File: config.mk
export PLATFORM = sky130hd
export DESIGN_NAME = button_toggle_bank
export DESIGN_NICKNAME = d
export VERILOG_FILES = /design/src/rtl/button_toggle_bank_pkg.sv /design/src/rtl/button_toggle_bank_debounce.sv /design/src/rtl/button_toggle_bank.sv
export SDC_FILE = /design/constraint.sdc
export NUM_CORES = 1
export LEC_CHECK = 0
export BUFFER_PORTS_ARGS = -buffer_cell sky130_fd_sc_hd__buf_2
export CORE_ASPECT_RATIO = 0.8
export CORE_MARGIN = 3
export CORE_UTILIZATION = 55
export DETAILED_ROUTE_END_ITERATION = 10
export PLACE_DENSITY_LB_ADDON = 0.05
export SLEW_MARGIN = 0
export SYNTH_ARGS = -nofsm -noshare
export SYNTH_HDL_FRONTEND = slang
export SYNTH_SLANG_ARGS = --single-unit
File: constraint.sdc
create_clock -name clk -period 2 [get_ports clk]
set_input_delay 0.4 -clock clk [delete_from_list [all_inputs] [get_ports clk]]
set_output_delay 0.4 -clock clk [all_outputs]
set_load 0.01 [all_outputs]
File: src/rtl/button_toggle_bank_pkg.sv
// Shared constants and the per-channel output-level rule for the button bank.
package button_toggle_bank_pkg;

  localparam logic MODE_TOGGLE    = 1'b0;
  localparam logic MODE_MOMENTARY = 1'b1;

  // Next output level of one channel: follow the debounced level, or toggle on a press with clear winning.
  function automatic logic next_level(
    input logic mode,
    input logic cur,
    input logic stable,
    input logic pulse,
    input logic clr
  );
    logic nxt;
    if (mode == MODE_MOMENTARY) begin
      nxt = stable;
    end else if (clr) begin
      nxt = 1'b0;
    end else begin
      nxt = cur ^ pulse;
    end
    return nxt;
  endfunction

endpackage

File: src/rtl/button_toggle_bank_debounce.sv
// One button channel: 2-flop synchroniser, persistence counter, accepted level and rising-edge pulse.
module button_debounce #(
  parameter int DEBOUNCE_CYCLES = 1000000,
  parameter int CNT_W           = $clog2(DEBOUNCE_CYCLES + 1)
) (
  input  logic clk,
  input  logic reset,
  input  logic btn_in,
  output logic stable,
  output logic press_pulse
);

  localparam logic [CNT_W-1:0] CNT_LAST = CNT_W'(DEBOUNCE_CYCLES - 1);

  logic             sync_meta;
  logic             sync;
  logic             stable_prev;
  logic [CNT_W-1:0] cnt;

  always_ff @(posedge clk) begin
    if (reset) begin
      sync_meta   <= 1'b0;
      sync        <= 1'b0;
      stable      <= 1'b0;
      stable_prev <= 1'b0;
      cnt         <= '0;
    end else begin
      sync_meta   <= btn_in;
      sync        <= sync_meta;
      stable_prev <= stable;
      // The counter measures how long sync has disagreed with stable; any agreement restarts it.
      if (sync == stable) begin
        cnt <= '0;
      end else if (cnt == CNT_LAST) begin
        stable <= sync;
        cnt    <= '0;
      end else begin
        cnt <= cnt + CNT_W'(1);
      end
    end
  end

  // Both terms are registers, so the pulse cannot glitch.
  assign press_pulse = stable & ~stable_prev;

endmodule

File: src/rtl/button_toggle_bank.sv
// Bank of debounced buttons with per-channel press pulses and a toggle/momentary output level.
module button_toggle_bank
  import button_toggle_bank_pkg::*;
#(
  parameter int N_BTN           = 4,
  parameter int DEBOUNCE_CYCLES = 1000000,
  parameter int CNT_W           = $clog2(DEBOUNCE_CYCLES + 1)
) (
  input  logic             clk,
  input  logic             reset,
  input  logic [N_BTN-1:0] btn_in,
  input  logic             mode,
  input  logic [N_BTN-1:0] clear,
  output logic [N_BTN-1:0] press_pulse,
  output logic [N_BTN-1:0] state
);

  logic [N_BTN-1:0] stable;

  for (genvar g = 0; g < N_BTN; g++) begin : g_chan
    button_debounce #(
      .DEBOUNCE_CYCLES(DEBOUNCE_CYCLES),
      .CNT_W          (CNT_W)
    ) u_debounce (
      .clk        (clk),
      .reset      (reset),
      .btn_in     (btn_in[g]),
      .stable     (stable[g]),
      .press_pulse(press_pulse[g])
    );
  end

  // Switching back to toggle mode keeps whatever level momentary mode left behind.
  always_ff @(posedge clk) begin
    if (reset) begin
      state <= '0;
    end else begin
      for (int i = 0; i < N_BTN; i++) begin
        state[i] <= next_level(mode, state[i], stable[i], press_pulse[i], clear[i]);
      end
    end
  end

endmodule

==> flow_summary.json, run 1 <==
{
  "run_status": "complete, no violations",
  "die_area_um2": 9140,
  "critPathKind": "flip-flop to flip-flop",
  "worstSetupStartpoint": "g_chan[2].u_debounce.cnt[12]$_SDFF_PP0_",
  "fin_ws_ns": 0.0162,
  "slew_headroom_pct": 76.3,
  "tightest_slew_ns": 0.351,
  "drtPass1Iterations": 4,
  "max_cap_violations": 0,
  "dp.cells": 640,
  "powerDensity_nw_per_um2": 702,
  "die_height_um": 86.1,
  "peakVddDrop_v": 0.000376,
  "synth_area_um2": 4410,
  "initialDrtViolationCount": 130,
  "dp.final_hpwl_mm": 5.87,
  "slew_viol_final": 0,
  "crit_end": "g_chan[2].u_debounce.cnt[13]$_SDFF_PP0_",
  "grtUsageMet3_pct": 4.97,
  "seq_area_frac_synth_pct": 45.4,
  "period_minus_slack_ns": 1.98,
  "io-pin-count": 19,
  "top_usage_layer": "met2",
  "cp_max_fo": 6,
  "r2r-end": "g_chan[2].u_debounce.cnt[13]$_SDFF_PP0_",
  "grt_use_met2_pct": 30.1,
  "synthToLayoutAreaGrowth_pct": 15.1,
  "syn-num-nets": 524,
  "yosysUniqueCellTypes": 39,
  "ys_ff_latch": 100,
  "comb_power_share_pct": 1.8,
  "ctsHoldBuffers": 0,
  "switching_share_pct": 19.1,
  "core-area_um2": 7600,
  "hold_viol_final": 0,
  "setup_viol": 0,
  "antenna_found_initial": 0,
  "p_int_uw": 2890,
  "fin_cells": 659,
  "grt_pass1_wl_mm": 14.6,
  "critPathRequiredTime_ns": 2.25,
  "design_area_um2": 5080,
  "skew_ns": 0.0111,
  "numCtsBuffers": 9,
  "port_buffers": 18,
  "synth_warnings": 0,
  "fill_cells": 626,
  "ctsRootBufferMaster": "clkbuf_8",
  "ff2ff_setup_slack_ns": 0.02,
  "gp_congestion": 0.778,
  "drive_gt1_share_pct": 14.8,
  "cts_tree": "yes",
  "nets": 565,
  "switching_power_uw": 681,
  "dp_slack_ns": 0.0651,
  "p_total_uw": 3570,
  "dpl_cell_area_um2": 4770,
  "clock_power_share_pct": 42.0,
  "drc": 0,
  "leakage_uw": 0.00161,
  "first_global_vias": 3309,
  "vias": 3634,
  "grtUsageTotal_pct": 19.3,
  "grt_setup_unrepaired": "yes",
  "ff2ff_path_depth": 6,
  "cts_sinks": 100,
  "start_util_pct": 58.0,
  "avgSynthCellArea_um2": 8.66,
  "wl_per_cell_um": 12.7,
  "grt_overflow": 0,
  "ant_nets": 0,
  "min_path_type": "primary input to flip-flop",
  "rows": 28,
  "arrival_ns": 2.23,
  "max_freq_mhz": 504,
  "n_antenna_cell": 0,
  "clkLatencyLatePin_ns": 0.36,
  "pwr-share-seq_pct": 56.2,
  "grt_max_degree": 21,
  "clk_pin_slew_ns": 0.09,
  "htreeDepth": 3,
  "use_met1_pct": 26.2,
  "vias_per_cell": 5.51,
  "reg2reg_from": "g_chan[2].u_debounce.cnt[12]$_SDFF_PP0_",
  "clockBufferDepth": 2,
  "die_w_um": 106,
  "end_kind": "flip-flop",
  "wirelength_mm": 8.36,
  "cp-start-kind": "flip-flop",
  "synthCells": 509,
  "fin_crit_sh_pct": 99.2
}
power groups by stage:
stage	logic, µW	clock network, µW	registers (µW)
after floorplan	33.6	0	2050
after global placement	61.1	0	2050
after detailed placement	61.8	0	2050
after CTS	62.2	1550	2000
after global routing	72.6	1620	2010
final	65.0	1500	2000
cell families after synthesis:
logic type | share of synthesized area, %
AND/OR/NAND/NOR | 29.0
flip-flops | 45.4
AO/OA/AOI/OAI | 10.4
XOR/XNOR | 10.1
buffers and inverters | 4.00
adder cells (fa/ha/maj) | 1.13
routing by layer:
layer	part of all wire [%]	vias to the layer above	wire length [µm]
li1	-	1876	-
met1	51	1689	4250
met2	44	59	3660
met3	4.0	10	336
met4	1.4	0	118
met5	0	-	0
cell usage in the layout, fill, tap and decap left out, types with 5 or more instances in the layout:
master	n
nand3_1	29
or3_1	19
or4_1	19
o31ai_1	14
nor4b_1	5
nor2_1	66
buf_4	33
clkbuf_8	10
inv_1	17
nor3_1	11
nand2_1	29
xnor2_1	32
nor2b_1	16
xor2_1	19
o21ai_0	16
and4_1	8
buf_2	18
nand4_1	11
a21oi_1	32
dfxtp_1	98
how the worst min path moves through the flow:
stage / start / endpoint / cells past startpoint
floorplan: g_chan[0].u_debounce.sync_meta$_SDFF_PP0_ / g_chan[0].u_debounce.sync$_SDFF_PP0_ / 1
global placement: g_chan[1].u_debounce.sync_meta$_SDFF_PP0_ / g_chan[1].u_debounce.sync$_SDFF_PP0_ / 1
detailed placement: g_chan[1].u_debounce.sync_meta$_SDFF_PP0_ / g_chan[1].u_debounce.sync$_SDFF_PP0_ / 1
CTS: btn_in[0] / g_chan[0].u_debounce.sync_meta$_SDFF_PP0_ / 2
global route: btn_in[0] / g_chan[0].u_debounce.sync_meta$_SDFF_PP0_ / 2
finish: btn_in[0] / g_chan[0].u_debounce.sync_meta$_SDFF_PP0_ / 2
through the flow:
| step | hold WS (ns) | util (%) | TNS (ns) |
|---|---|---|---|
| 6_report | 0.257 | 66.8 | 0 |
| 5_1_grt | 0.244 | 66.8 | -0.319 |
| 4_1_cts | 0.244 | 65.9 | 0 |
| 3_5_place_dp | 0.426 | 62.8 | 0 |
| 3_3_place_gp | 0.418 | 62.8 | 0 |
| 2_1_floorplan | 0.414 | - | 0 |
flip-flops by register name, indices dropped and copies added (netlist names):
register,cells
g_chan.u_debounce.sync_meta,4
g_chan.u_debounce.sync,4
g_chan.u_debounce.cnt,80
state,4
g_chan.u_debounce.stable_prev,4
g_chan.u_debounce.stable,4
critical path, stage by stage, from the launching register on:
cell and delay (ns):
dfxtp_2 0.33, or4b_1 0.49, or4_4 0.57, o21ai_4 0.21
buf_6 0.12, buf_6 0.11, a21oi_1 0.04
cell type report:
cell class	count	area [µm²]	area share [%]
clock buffer	11	141	2.78
clock inverter	4	97.6	1.92
inverter	17	63.8	1.26
multi-input combinational	368	2260	44.5
sequential	100	2000	39.5
tap	105	131	2.59
timing repair buffer	54	380	7.49
cells in the mapped netlist (all sizes together):
master,n,area share (%)
a21oi,32,3.6
a22oi,3,0.51
a2bb2oi,4,0.79
and2,2,0.28
and3,1,0.14
and4,8,1.6
buf,9,1.2
clkbuf,15,1.3
dfxtp,100,45
ha,4,1.1
inv,17,1.4
nand2,29,2.5
nand2b,1,0.14
nand3,29,3.3
nand3b,1,0.17
nand4,12,1.8
nand4b,1,0.20
nor2,66,5.6
nor2b,16,2.3
nor3,11,1.2
nor3b,3,0.51
nor4,4,0.57
nor4b,5,0.99
o21a,2,0.34
o21ai,20,2.3
o21ba,2,0.45
o31ai,14,2.4
or2,2,0.28
or3,20,2.8
or4,21,3.6
or4b,3,0.68
or4bb,1,0.26
xnor2,32,6.4
xor2,19,3.8
repair_timing:
action,4_1_cts,5_1_grt
resized for setup,0,12
buffers inserted,0,3
setup endpoints to repair,0,34
Note: power is estimated with default switching activity, not from simulation.
==> run 2, diff against run 1 <==
--- a/config.mk
+++ b/config.mk
@@ -10,7 +10,7 @@
 export CORE_MARGIN = 3
 export CORE_UTILIZATION = 55
 export DETAILED_ROUTE_END_ITERATION = 10
-export PLACE_DENSITY_LB_ADDON = 0.05
+export PLACE_DENSITY = 0.83
 export SLEW_MARGIN = 0
 export SYNTH_ARGS = -nofsm -noshare
 export SYNTH_HDL_FRONTEND = slang
==> flow_summary.json, run 2 (same netlist as run 1, synthesis figures left out) <==
{
  "cts_sinks": 100,
  "hold_viol_final": 0,
  "die_height_um": 86.1,
  "ant_nets": 0,
  "clk_pin_slew_ns": 0.08,
  "die_w_um": 106,
  "switching_power_uw": 714,
  "dp.final_hpwl_mm": 6.45,
  "antenna_found_initial": 0,
  "drtPass1Iterations": 4,
  "core-area_um2": 7600,
  "grt_use_met2_pct": 36.5,
  "run_status": "complete, no violations",
  "drc": 0,
  "leakage_uw": 0.00155,
  "rows": 28,
  "wl_per_cell_um": 13.9,
  "top_usage_layer": "met2",
  "max_freq_mhz": 514,
  "use_met1_pct": 25.1,
  "comb_power_share_pct": 1.9,
  "io-pin-count": 19,
  "tns_ns": 0,
  "htreeDepth": 3,
  "period_minus_slack_ns": 1.94,
  "clkLatencyLatePin_ns": 0.37,
  "fin_util_pct": 65.5,
  "clock_power_share_pct": 38.3,
  "powerDensity_nw_per_um2": 673,
  "grt_max_degree": 21,
  "grt_pass1_wl_mm": 15.5,
  "wirelength_mm": 9.11,
  "min_path_type": "primary input to flip-flop",
  "first_global_vias": 3513,
  "clockBufferDepth": 2,
  "start_util_pct": 58.0,
  "cp-start-kind": "flip-flop",
  "grtUsageTotal_pct": 21.0,
  "ctsHoldBuffers": 0,
  "grt_overflow": 0,
  "layout_common_cells": "dfxtp_1 (99), nor2_1 (66), xnor2_1 (32)",
  "final_common_cell": "dfxtp_1",
  "peakVddDrop_v": 0.000376,
  "critPathKind": "flip-flop to flip-flop",
  "setup_viol": 0,
  "fin_crit_sh_pct": 97.2,
  "port_buffers": 18,
  "arrival_ns": 2.24,
  "largest_reg_flops": 80,
  "n_antenna_cell": 0,
  "vias": 3685,
  "grt_setup_unrepaired": "yes",
  "switching_share_pct": 21.3,
  "slew_headroom_pct": 74.2,
  "max_cap_violations": 0,
  "ctsRootBufferMaster": "clkbuf_8",
  "synthToLayoutAreaGrowth_pct": 12.9,
  "cp_max_fo": 3,
  "nets": 559,
  "vias_per_cell": 5.64,
  "slew_viol_final": 0,
  "fill_cells": 652,
  "numCtsBuffers": 9,
  "tightest_slew_ns": 0.387,
  "p_int_uw": 2640,
  "end_kind": "flip-flop",
  "pwr-share-seq_pct": 59.8,
  "gp_congestion": 0.838,
  "regMostFlops": "g_chan.u_debounce.cnt",
  "die_area_um2": 9140,
  "cts_tree": "yes",
  "drive_gt1_share_pct": 13.9,
  "grtUsageMet3_pct": 5.04,
  "critPathRequiredTime_ns": 2.30,
  "skew_ns": 0.0133,
  "initialDrtViolationCount": 154
}
[run 2: cell types whose count changed in the layout (fill, tap and decap cells not counted)]
cell / change
clkbuf_1: +1
buf_4: -5
or4_1: -1
dfxtp_1: +1
buf_12: -1
or4_4: +1
a21oi_1: -1
dfxtp_2: -1
bufinv_16: -2
a21oi_2: +1
inv_6: +1
[run 2: final timing paths]
path | startpoint | to | slack (ns) | depth (start not counted)
hold / removal | btn_in[1] | g_chan[1].u_debounce.sync_meta$_SDFF_PP0_ | 0.25 | 2
setup / recovery | g_chan[2].u_debounce.cnt[11]$_SDFF_PP0_ | g_chan[2].u_debounce.stable$_SDFFE_PP0P_ | 0.06 | 4
setup reg to reg | g_chan[2].u_debounce.cnt[11]$_SDFF_PP0_ | g_chan[2].u_debounce.stable$_SDFFE_PP0P_ | 0.06 | 4
hold reg to reg | g_chan[1].u_debounce.sync_meta$_SDFF_PP0_ | g_chan[1].u_debounce.sync$_SDFF_PP0_ | 0.44 | 1
[run 2: area by class of cell]
| class | instances | area, µm² | share of cell area (%) |
|---|---|---|---|
| clock inverters | 3 | 46.3 | 0.930 |
| multi-input cells | 368 | 2270 | 45.5 |
| well taps | 105 | 131 | 2.64 |
| inverters | 17 | 63.8 | 1.28 |
| clock buffers | 12 | 145 | 2.91 |
| flip-flops and latches | 100 | 2000 | 40.2 |
| repair buffers | 48 | 323 | 6.48 |
[run 2: critical path, stage by stage, from the launching register on]
cell	delay (ns)
dfxtp_1	0.32
or4b_1	0.50
or4_1	0.58
or3_1	0.34
a21oi_2	0.14
[run 2: layer usage]
metal  share of wire [%]  wire [µm]
met5                   0          0
met4                 1.8        161
met3                 4.0        366
met2                  50       4550
met1                  44       4030
[run 2: stage by stage]
step           instance area [µm²]  setup slack [ns]  power (µW)  std cells  hold WS (ns)
2_1_floorplan                 4410            0.0541        2080        509         0.414
3_3_place_gp                  4720             0.119        2110        635         0.424
3_5_place_dp                  4720            0.0595        2110        635         0.424
4_1_cts                       4910            0.0282        3370        650         0.232
5_1_grt                       4980           0.00479        3460        653         0.247
6_report                      4980            0.0556        3350        653         0.245
[run 2: repair_timing]
action                     4_1_cts  5_1_grt
buffers inserted                 0        2
gates resized for setup          0       13
setup endpoints to repair        0       43
[run 2: power by group through the flow]
stage | sequential (µW) | clock [µW] | combinational (µW)
2_1_floorplan | 2050 | 0 | 33.6
3_3_place_gp | 2050 | 0 | 59.5
3_5_place_dp | 2050 | 0 | 61.5
4_1_cts | 2010 | 1300 | 62.0
5_1_grt | 2010 | 1380 | 71.2
6_report | 2000 | 1280 | 64.5
